## src/rtl/axi_posted_wr_buffer.sv

```systemverilog
// rtl/axi_posted_wr_buffer.sv - posted-write buffer between the MMU data AXI master and the L2 S1 port
module axi_posted_wr_buffer #(
    parameter int DEPTH  = 4,
    parameter int ID_W   = 4,
    parameter int ADDR_W = 32
) (
    input  logic              aclk,
    input  logic              aresetn,
    input  logic [ID_W-1:0]   s_awid,
    input  logic [ADDR_W-1:0] s_awaddr,
    input  logic [7:0]        s_awlen,
    input  logic [2:0]        s_awsize,
    input  logic [1:0]        s_awburst,
    input  logic [3:0]        s_awcache,
    input  logic              s_awvalid,
    output logic              s_awready,
    input  logic [31:0]       s_wdata,
    input  logic [3:0]        s_wstrb,
    input  logic              s_wlast,
    input  logic              s_wvalid,
    output logic              s_wready,
    output logic [ID_W-1:0]   s_bid,
    output logic [1:0]        s_bresp,
    output logic              s_bvalid,
    input  logic              s_bready,
    output logic [ID_W-1:0]   m_awid,
    output logic [ADDR_W-1:0] m_awaddr,
    output logic [7:0]        m_awlen,
    output logic [2:0]        m_awsize,
    output logic [1:0]        m_awburst,
    output logic [3:0]        m_awcache,
    output logic              m_awvalid,
    input  logic              m_awready,
    output logic [31:0]       m_wdata,
    output logic [3:0]        m_wstrb,
    output logic              m_wlast,
    output logic              m_wvalid,
    input  logic              m_wready,
    input  logic [ID_W-1:0]   m_bid,
    input  logic [1:0]        m_bresp,
    input  logic              m_bvalid,
    output logic              m_bready,
    input  logic [ADDR_W-1:0] s_araddr,
    input  logic              s_arvalid,
    output logic              s_arready,
    output logic              m_arvalid,
    input  logic              m_arready,
    output logic              wr_err
);
    localparam int PW = (DEPTH > 1) ? $clog2(DEPTH) : 1;
    localparam int CW = PW + 1;
    localparam logic [PW-1:0] PTR_ONE = 1;

    typedef enum logic [1:0] {D_IDLE, D_ADDR, D_RESP} dstate_t;
    typedef enum logic [1:0] {P_IDLE, P_WAIT, P_XFER, P_RESP} pstate_t;

    logic [ID_W-1:0]   r_id    [DEPTH];
    logic [ADDR_W-1:0] r_addr  [DEPTH];
    logic [2:0]        r_size  [DEPTH];
    logic [1:0]        r_burst [DEPTH];
    logic [3:0]        r_cache [DEPTH];
    logic [31:0]       r_data  [DEPTH];
    logic [3:0]        r_strb  [DEPTH];

    logic [PW-1:0]   r_wptr, r_rptr;
    logic [CW-1:0]   r_count;
    logic            r_b_pend;
    logic [ID_W-1:0] r_bid;
    dstate_t         r_dstate;
    pstate_t         r_pstate;
    logic            r_awv, r_wv, r_aw_done, r_wr_err;

    logic w_full, w_empty, w_push, w_pop, w_xfer, w_presp, w_hit;
    logic w_unused;

    assign w_full   = (r_count == CW'(DEPTH));
    assign w_empty  = (r_count == '0);
    // Full is judged on the registered count, so a pop never makes room in its own cycle.
    assign w_push   = aresetn && s_awvalid && s_wvalid && (s_awlen == 8'd0) && !w_full
                      && !r_b_pend && (r_pstate == P_IDLE);
    assign w_pop    = (r_dstate == D_RESP) && m_bvalid;
    assign w_xfer   = (r_pstate == P_XFER);
    assign w_presp  = (r_pstate == P_RESP);
    assign wr_err   = r_wr_err;
    assign w_unused = ^s_araddr[1:0];

    always_ff @(posedge aclk) begin
        if (w_push) begin
            r_id[r_wptr]    <= s_awid;
            r_addr[r_wptr]  <= s_awaddr;
            r_size[r_wptr]  <= s_awsize;
            r_burst[r_wptr] <= s_awburst;
            r_cache[r_wptr] <= s_awcache;
            r_data[r_wptr]  <= s_wdata;
            r_strb[r_wptr]  <= s_wstrb;
        end
    end

    always_ff @(posedge aclk or negedge aresetn) begin
        if (!aresetn) begin
            r_wptr   <= '0;
            r_count  <= '0;
            r_b_pend <= 1'b0;
            r_bid    <= '0;
        end else begin
            if (w_push) r_wptr <= r_wptr + PTR_ONE;
            r_count <= r_count + CW'(w_push) - CW'(w_pop);
            if (w_push) begin
                r_b_pend <= 1'b1;
                r_bid    <= s_awid;
            end else if (r_b_pend && s_bready) begin
                r_b_pend <= 1'b0;
            end
        end
    end

    always_ff @(posedge aclk or negedge aresetn) begin
        if (!aresetn) begin
            r_dstate <= D_IDLE;
            r_awv    <= 1'b0;
            r_wv     <= 1'b0;
            r_rptr   <= '0;
            r_wr_err <= 1'b0;
        end else begin
            case (r_dstate)
                D_IDLE: if (!w_empty) begin
                    r_dstate <= D_ADDR;
                    r_awv    <= 1'b1;
                    r_wv     <= 1'b1;
                end
                D_ADDR: begin
                    if (m_awready) r_awv <= 1'b0;
                    if (m_wready)  r_wv  <= 1'b0;
                    if ((!r_awv || m_awready) && (!r_wv || m_wready)) r_dstate <= D_RESP;
                end
                D_RESP: if (m_bvalid) begin
                    r_rptr   <= r_rptr + PTR_ONE;
                    r_dstate <= D_IDLE;
                    if (m_bresp != 2'b00) r_wr_err <= 1'b1;
                end
                default: r_dstate <= D_IDLE;
            endcase
        end
    end

    always_ff @(posedge aclk or negedge aresetn) begin
        if (!aresetn) begin
            r_pstate  <= P_IDLE;
            r_aw_done <= 1'b0;
        end else begin
            case (r_pstate)
                P_IDLE: if (s_awvalid && s_awlen != 8'd0) r_pstate <= P_WAIT;
                P_WAIT: if (w_empty && r_dstate == D_IDLE && !r_b_pend) begin
                    r_pstate  <= P_XFER;
                    r_aw_done <= 1'b0;
                end
                P_XFER: begin
                    if (s_awvalid && m_awready && !r_aw_done) r_aw_done <= 1'b1;
                    if (s_wvalid && m_wready && s_wlast && r_aw_done) r_pstate <= P_RESP;
                end
                P_RESP: if (m_bvalid && s_bready) r_pstate <= P_IDLE;
                default: r_pstate <= P_IDLE;
            endcase
        end
    end

    // W beats of a pass-through burst are held until its AW has gone, so wlast always follows AW.
    always_comb begin
        s_awready = w_push | (w_xfer & m_awready & ~r_aw_done);
        s_wready  = w_push | (w_xfer & m_wready & r_aw_done);
        s_bvalid  = w_presp ? m_bvalid : r_b_pend;
        s_bid     = w_presp ? m_bid : r_bid;
        s_bresp   = w_presp ? m_bresp : 2'b00;
        m_bready  = w_presp ? s_bready : (r_dstate == D_RESP);
        if (w_xfer) begin
            m_awid    = s_awid;
            m_awaddr  = s_awaddr;
            m_awlen   = s_awlen;
            m_awsize  = s_awsize;
            m_awburst = s_awburst;
            m_awcache = s_awcache;
            m_awvalid = s_awvalid & ~r_aw_done;
            m_wdata   = s_wdata;
            m_wstrb   = s_wstrb;
            m_wlast   = s_wlast;
            m_wvalid  = s_wvalid & r_aw_done;
        end else begin
            m_awid    = r_id[r_rptr];
            m_awaddr  = r_addr[r_rptr];
            m_awlen   = 8'd0;
            m_awsize  = r_size[r_rptr];
            m_awburst = r_burst[r_rptr];
            m_awcache = r_cache[r_rptr];
            m_awvalid = r_awv;
            m_wdata   = r_data[r_rptr];
            m_wstrb   = r_strb[r_rptr];
            m_wlast   = 1'b1;
            m_wvalid  = r_wv;
        end
    end

    always_comb begin
        w_hit = (r_pstate != P_IDLE);
        for (int i = 0; i < DEPTH; i++) begin
            if (({1'b0, PW'(i) - r_rptr} < r_count)
                && (r_addr[i][ADDR_W-1:2] == s_araddr[ADDR_W-1:2]))
                w_hit = 1'b1;
        end
    end

    assign m_arvalid = aresetn & s_arvalid & ~w_hit;
    assign s_arready = aresetn & m_arready & ~w_hit;
endmodule
```

## config.mk

```make
export PLATFORM = sky130hd
export DESIGN_NAME = axi_posted_wr_buffer
export DESIGN_NICKNAME = d
export VERILOG_FILES = /design/src/rtl/axi_posted_wr_buffer.sv
export SDC_FILE = /design/constraint.sdc
export NUM_CORES = 1
export LEC_CHECK = 0
export CORE_MARGIN = 5
export CORE_UTILIZATION = 49
export DETAILED_ROUTE_END_ITERATION = 10
export PLACE_DENSITY = 0.77
export SKIP_CTS_REPAIR_TIMING = 1
export SYNTH_ARGS = -nofsm -noshare
export SYNTH_HDL_FRONTEND = slang
export SYNTH_SLANG_ARGS = --single-unit
```

## constraint.sdc

```tcl
create_clock -name aclk -period 4 [get_ports aclk]
set_input_delay 0.8 -clock aclk [delete_from_list [all_inputs] [get_ports aclk]]
set_output_delay 0.8 -clock aclk [all_outputs]
set_load 0.02 [all_outputs]
```

# After elaboration in Yosys (flattened, before gate mapping)
# Memory sizes are Yosys's and may differ from the RTL's.
# Cells that the tools add are included.
# totals
reg_bits	20
latch_bits	0
ramBits	324
romBits	0
in_bits	138
wordCells	150
memories	7
# op_classes
n_addsub	8
multipliers	0
n_div	0
n_lt_le_gt_ge	4
n_eq_ne	20
n_shift	0
mux	40
bitwise	14
reduce_logical	46
# mem_list
memory	words	word_bits	read_ports	rd_clocked_by_memory_dff	wr	line_no	text
r_addr	4	32	5	0	1	58	logic [ADDR_W-1:0] r_addr [DEPTH];
r_data	4	32	1	0	1	62	logic [31:0] r_data [DEPTH];
r_cache	4	4	1	0	1	61	logic [3:0] r_cache [DEPTH];
r_id	4	4	1	0	1	57	logic [ID_W-1:0] r_id [DEPTH];
r_strb	4	4	1	0	1	63	logic [3:0] r_strb [DEPTH];
r_size	4	3	1	0	1	59	logic [2:0] r_size [DEPTH];
1 more memories	n/a	n/a	n/a	n/a	n/a	n/a	
# op_table
operator	count
== test 30 bit	4
two-way mux 32 bit	2
logical AND 1 bit	22
two-way mux 1 bit	18
two-way mux 2 bit	9
two-way mux 4 bit	4
AND reduction 3 bit	5
< comparator 2 x 3 -> 1 bit	4
!= test 2 bit, second input constant	6
AND 1 bit	10
nonzero test 2 bit	5
zero test 8 bit	1
two-way mux 8 bit	1
!= test 2 x 1 -> 1 bit, second input constant	4
one-hot mux 2 bit (4 select lines)	1
nonzero test 8 bit	1
== test 2 bit, second input constant	3
one-hot mux 1 bit (2 select lines)	3
one-hot mux 2 bit (3 select lines)	1
zero test 1 bit	5
adder 2 x 1 -> 2 bit, second input constant	2
== test 2 x 1 -> 1 bit, second input constant	2
zero test 2 bit	2
AND reduction 4 bit	1
other kinds (11)	16

# Depth between registers and ports, before layout
# Gate-level depths: netlist (run 1).
# depth
ltp_word	9
depth_mapped	11
ltp_nobuf	10

# Worst setup path after synthesis (run 1)
# Ideal clock, no wire load.
# synth_timing
path_kind	in2reg
startpoint	input port s_awlen[6]
endpoint	memory r_addr[0][0] (enable)
arrival_time_ns	3.644
t_required_ns	3.551
setup_slack_ns	-0.093
stages	5
n_path_buf	1
cell_sequence	nor4_1 nand2_1 a2111oi_2 buf_2 and2_1
# synth_via
elab_chain_len	7
# synth_lines
element	line_no	text
start: declaration	11	input logic [7:0] s_awlen,
zero test 8 bit	79	assign w_push = aresetn && s_awvalid && s_wvalid && (s_awlen == 8'd0) && !w_full
logical AND 1 bit (2 in series)	79	
logical AND 1 bit (2 in series)	80	&& !r_b_pend && (r_pstate == P_IDLE);
two-way mux 1 bit	88	if (w_push) begin
two-way mux 1 bit (implied by the code)	90	r_addr[r_wptr] <= s_awaddr;
end: declaration	58	
# Every way passes these cells.

# Worst setup path in the final report (run 1)
# layout_timing
startpoint	input port s_awlen[2]
endpoint	output port s_awready
# layout_via
elab_chain_len	6
# layout_lines
element	line_no	text
zero test 8 bit	79	
logical AND 1 bit (2 in series)	79	
logical AND 1 bit (2 in series)	80	
OR 1 bit	169	s_awready = w_push | (w_xfer & m_awready & ~r_aw_done);
end: declaration	16	output logic s_awready,
# Every way passes these cells.

==> results of run 1 <==
==> Yosys cell counts, types with 2 or more instances <==
library cell,number,share of area
a2111o_1,2,0.0015
a2111oi_0,2,0.0011
a2111oi_2,2,0.0020
a21oi_1,7,0.0023
and2_1,14,0.0057
buf_1,3,0.00074
buf_2,6,0.0020
buf_4,6,0.0029
clkbuf_1,17,0.0042
dfrtp_1,20,0.033
edfxtp_1,324,0.64
ha_1,14,0.011
inv_1,15,0.0037
mux2_2,90,0.066
mux4_2,81,0.12
nand2_1,18,0.0044
nand2b_1,5,0.0020
nand3_1,6,0.0020
nand4_1,16,0.0065
nor2_1,8,0.0020
nor3_1,3,0.00098
nor4_1,18,0.0074
nor4b_1,2,0.0011
o21ai_0,9,0.0029
o22ai_1,2,0.00082
xnor2_1,51,0.029
xor2_1,75,0.043
==> power by group <==
group / total (mW) / switching (mW) / internal, mW
Combinational: 5.02 / 2.41 / 2.61
Sequential: 4.12 / 0.107 / 4.01
Clock: 3.33 / 1.33 / 2.00
==> through the flow <==
step | TNS, ns | std cells | hold WS [ns] | utilization | setup slack, ns
finish | 0 | 1546 | 0.4702 | 0.6454 | 0.1447
global route | 0 | 1545 | 0.5231 | 0.6453 | 0.01605
CTS | -4.717 | 1545 | 0.4728 | 0.6440 | -0.2136
detailed placement | -0.2577 | 1480 | 0.4566 | 0.6053 | -0.1327
global placement | -0.2018 | 1480 | 0.4552 | 0.6053 | -0.1025
floorplan | 0 | 826 | 0.4477 | - | 0.7792
==> cells in the final DEF, fill, tap and decap left out, types with 18 or more instances in the layout <==
cell type / instances
mux2_2: 90
xnor2_1: 51
nand2_1: 18
mux4_2: 81
buf_4: 35
xor2_1: 74
dfrtp_1: 18
clkbuf_16: 38
edfxtp_1: 324
clkdlybuf4s50_1: 238
==> logic make-up after synthesis <==
family                     Yosys count  synth area share
DFF                                344            0.6681
muxes                              172            0.1860
xor gates and xnor gates           126           0.07208
and+or+nand+nor                     93           0.03375
buffers and inverters               48           0.01373
AOI/OAI and AO/OA                   28           0.01357
adders and majority gates           15           0.01275
==> flip-flops by register name (all words and copies together) (netlist names) <==
register   count
r_cache       16
wr_err         1
r_wv           1
r_size        12
r_awv          1
r_pstate       2
r_dstate       2
r_strb        16
r_bid          4
r_addr       128
r_data       128
r_burst        8
r_count        3
r_id          16
r_aw_done      1
r_rptr         2
r_wptr         2
r_b_pend       1
==> routing by layer <==
metal  up-vias  routed length, µm  GRT usage
li1       3885                  -          -
met1      4396              15520     0.2828
met2       343              17340     0.3312
met3        57               2802    0.05755
met4         6                538    0.03868
met5         -                 39          0
==> worst max path at each step <==
stage | startpoint | to | slack [ns] | cells after the start
final | s_awlen[2] | s_awready | 0.14 | 7
after detailed placement | s_araddr[17] | m_arvalid | -0.13 | 9
after global placement | s_araddr[17] | m_arvalid | -0.10 | 9
after floorplan | r_rptr[0] | m_arvalid | 0.78 | 10
after global routing | r_rptr[0] | m_awaddr[26] | 0.02 | 5
after CTS | s_araddr[17] | m_arvalid | -0.21 | 9
==> area by class of cell <==
| class | count | area [µm²] | area share |
|---|---|---|---|
| sequential | 344 | 10240 | 0.5158 |
| inverter | 16 | 60.06 | 0.003026 |
| clock buffer | 46 | 980.9 | 0.04943 |
| clock inverter | 19 | 206.4 | 0.01040 |
| tap | 396 | 495.5 | 0.02497 |
| antenna | 1 | 2.502 | 0.0001261 |
| timing repair buffer | 290 | 2950 | 0.1487 |
| multi-input combinational | 434 | 4913 | 0.2476 |
==> critical path, stage by stage <==
cell and delay [ns]:
clkdlybuf4s50_1 0.42, nor4_1 0.40, nand2_1 0.21, a2111oi_2 0.30, inv_1 0.15, o21ai_0 0.11, clkdlybuf4s50_1 0.67
==> metrics.cfg, run 1 <==
[timing]
rsz0062_at_grt=no
tightest_slew_ns=0.5723
hold_viol=0
max_slew_margin=0.6185
min_period_over_period=0.9638
min_period_ns=3.855
final-max-slew-violation-count=0
fmax_mhz=259.4
finalSetupViolCount=0
skew_ns=0.02591

[setup_path]
critPathArrivalTime_ns=3.06
r2r_slack_ns=1.24
r2r_end=r_count[2]
crit_path_start_kind=primary input
cp_data_required_time_ns=3.20
critPathMaxFanout=4
r2r_start=r_pstate[0]
critPathCaptureType=output port
reg2reg_depth=10
crit_type=primary input to output port

[floorplanning]
ios=243
coreArea_mm2=0.03075
die_w_um=186.8
initial_core_util=0.4979
die_y_um=186.8
num_rows=64
fp.dieArea_mm2=0.03488

[global_routing]
grt_pass1_vias=9239
grt_pass1_wl_um=55590
grt_usage=0.2043
grt_start_max_net_pins=84
overflow=0
antenna_found_initial=3

[cts]
cts_sinks=344
clockBufferDepth=3
cts_tree=built
clock_latency_ns=0.51
clkTransAtPathRegs_ns=0.06
numCtsBuffers=36
cts_root_buf=clkbuf_16
htreeDepth=2

[route]
routed_wl_um=36230
dr.pass1.iters=5
drc=0
routed_via_density=5.619
drt_iter0_drc=598
ant_nets=0
wl_per_cell_um=23.44
vias=8687

[pwr]
power_mw=12.46
power_density_mw_per_mm2=627.9
p_leak_nw=6.655
irDropWorstVdd_mv=0.5873

[yosys]
async_flop_share=0.05814
synthDistinctLibCells=37
synth_seq_cells=344
syn_area_mm2=0.01531
seq_area_frac_synth=0.6681
synth_edf_count=324
syn_nets=979
syn_inst=826
syn_avg_cell_area_um2=18.54
ys_warn_count=0
synth_flop_cell=edfxtp_1

[place]
place_area_mm2=0.01861
dp_hpwl_um=24600
port_buffers=240
gp_congestion=0.8527

[hold_path]
hold_end=wr_err
worstHoldStart=wr_err
hold_class=register to register
hold_depth=1

[run_status]
outcome=completed

[final_layout]
nets=1275
area_delta_synth_final_pct=29.62
design_area_mm2=0.01985
fillers=2165
final_layout_size_suffix_gt1_frac=0.2507

[run]
timing.max_cap.violations=0

Power figures use the tool's default switching activity.
==> inputs of run 2 (changes only) <==
CORE_UTILIZATION = 36   (was 49)
PLACE_DENSITY = default   (was 0.77)
==> run 2 against run 1 <==
  * Clock skew fell by 0.0070 ns
  * Cell area grew 0.76%
  * Worst hold slack got worse by 0.0021 ns
  * Register-to-register slack improved by 0.02 ns
  * Sequential power about the same
  * Die area up 34%
  * Non-clock buffer count is 9 higher
  * First-iteration DRC count down 18%
  * Highest routed layer is now met4
==> metrics.cfg, run 2 (synthesis results as in run 1) <==
[floorplanning]
coreArea_mm2=0.04204
initial_core_util=0.3642
ios=243
die_y_um=216.2
die_w_um=216.2
fp.dieArea_mm2=0.04676
num_rows=75

[timing]
max_slew_margin=0.5940
min_period_over_period=0.9586
finalSetupTns_ns=0
hold_viol=0
fmax_mhz=260.8
min_period_ns=3.834
skew_ns=0.01896
finalSetupViolCount=0
final-max-slew-violation-count=0
rsz0062_at_grt=no
hold_slack_ns=0.4681
tightest_slew_ns=0.6090

[cts]
clockBufferDepth=3
cts_root_buf=clkbuf_16
clock_latency_ns=0.54
clkTransAtPathRegs_ns=0.05
numCtsBuffers=38
htreeDepth=2
cts_tree=built
cts_sinks=344

[run]
timing.max_cap.violations=0

[hold_path]
hold_depth=1
hold_class=register to register
hold_end=wr_err
worstHoldStart=wr_err

[place]
port_buffers=240
gp_congestion=0.7989
place_area_mm2=0.01885
dp.cells=1632
dp_hpwl_um=26380

[route]
dr.pass1.iters=5
wl_per_cell_um=22.70
routed_via_density=5.042
routed_wl_um=38550
drt_iter0_drc=488
ant_nets=0
vias=8561
drc=0

[global_routing]
antenna_found_initial=1
grt_usage=0.1633
grt_pass1_wl_um=58080
grt_pass1_vias=9244
overflow=0
grt_start_max_net_pins=84

[setup_path]
critPathMaxFanout=9
r2r_end=r_count[2]
crit_type=register to output port
cp_data_required_time_ns=3.20
r2r_start=r_pstate[0]
crit_path_start_kind=register
critPathArrivalTime_ns=3.03
r2r_slack_ns=1.26
reg2reg_depth=10
critPathCaptureType=output port

[final_layout]
final_cell_mix=edfxtp_1 (324), clkdlybuf4s50_1 (238), mux2_2 (90)
final_cells=1698
final_layout_size_suffix_gt1_frac=0.2485
fillers=3583
nets=1286
n_antenna_cell=0
layout_commonest_cell=edfxtp_1
design_area_mm2=0.02000
reg.largest.list=r_addr (128), r_data (128)
area_delta_synth_final_pct=30.61

[pwr]
irDropWorstVdd_mv=0.3637
p_leak_nw=6.669
power_density_mw_per_mm2=617.9
power_mw=12.36

[run_status]
outcome=completed

## run 2: worst max path at each step
stage / from / cells past startpoint / end
final: r_rptr[0] / 9 / m_arvalid
after detailed placement: s_araddr[9] / 8 / m_arvalid
after floorplan: r_rptr[0] / 10 / m_arvalid
after CTS: r_rptr[0] / 9 / s_arready
after global placement: s_araddr[9] / 8 / s_arready
after global routing: r_rptr[0] / 9 / m_arvalid
## run 2: critical path: stages (launching register included)
cell	delay, ns
dfrtp_4	0.56
xor2_1	0.22
inv_1	0.06
ha_1	0.17
a2111o_1	0.41
a2111oi_2	0.40
nand4_1	0.16
o211ai_1	0.21
nor4b_1	0.09
dlymetal6s2s_1	0.22
## run 2: through the flow
step,setup WS (ns),util
5_1_grt,0.01304,0.4757
4_1_cts,-0.2383,0.4755
6_report,0.1656,0.4757
3_3_place_gp,-0.1052,0.4483
2_1_floorplan,0.7792,-
3_5_place_dp,-0.08535,0.4483
## run 2: routing by layer
layer  vias to the layer above  GRT usage  wire (µm)
met2                       275     0.2705      18610
met5                         -          0          0
met3                        40    0.04326       2776
li1                       3895          -          -
met4                         0    0.03816        620
met1                      4351     0.2175      16550
## run 2: power breakdown
part,switching [mW],total [mW],internal [mW]
registers,0.107,4.12,4.01
clock network,1.32,3.22,1.90
logic,2.42,5.02,2.60
## run 2: cell type report
class	instances	area, µm²	share of cell area
clock buffer	46	1002	0.05012
clock inverter	20	138.9	0.006945
inverter	16	60.06	0.003003
multi-input combinational	434	4893	0.2447
sequential	344	10240	0.5119
tap	539	674.4	0.03372
timing repair buffer	299	2992	0.1496
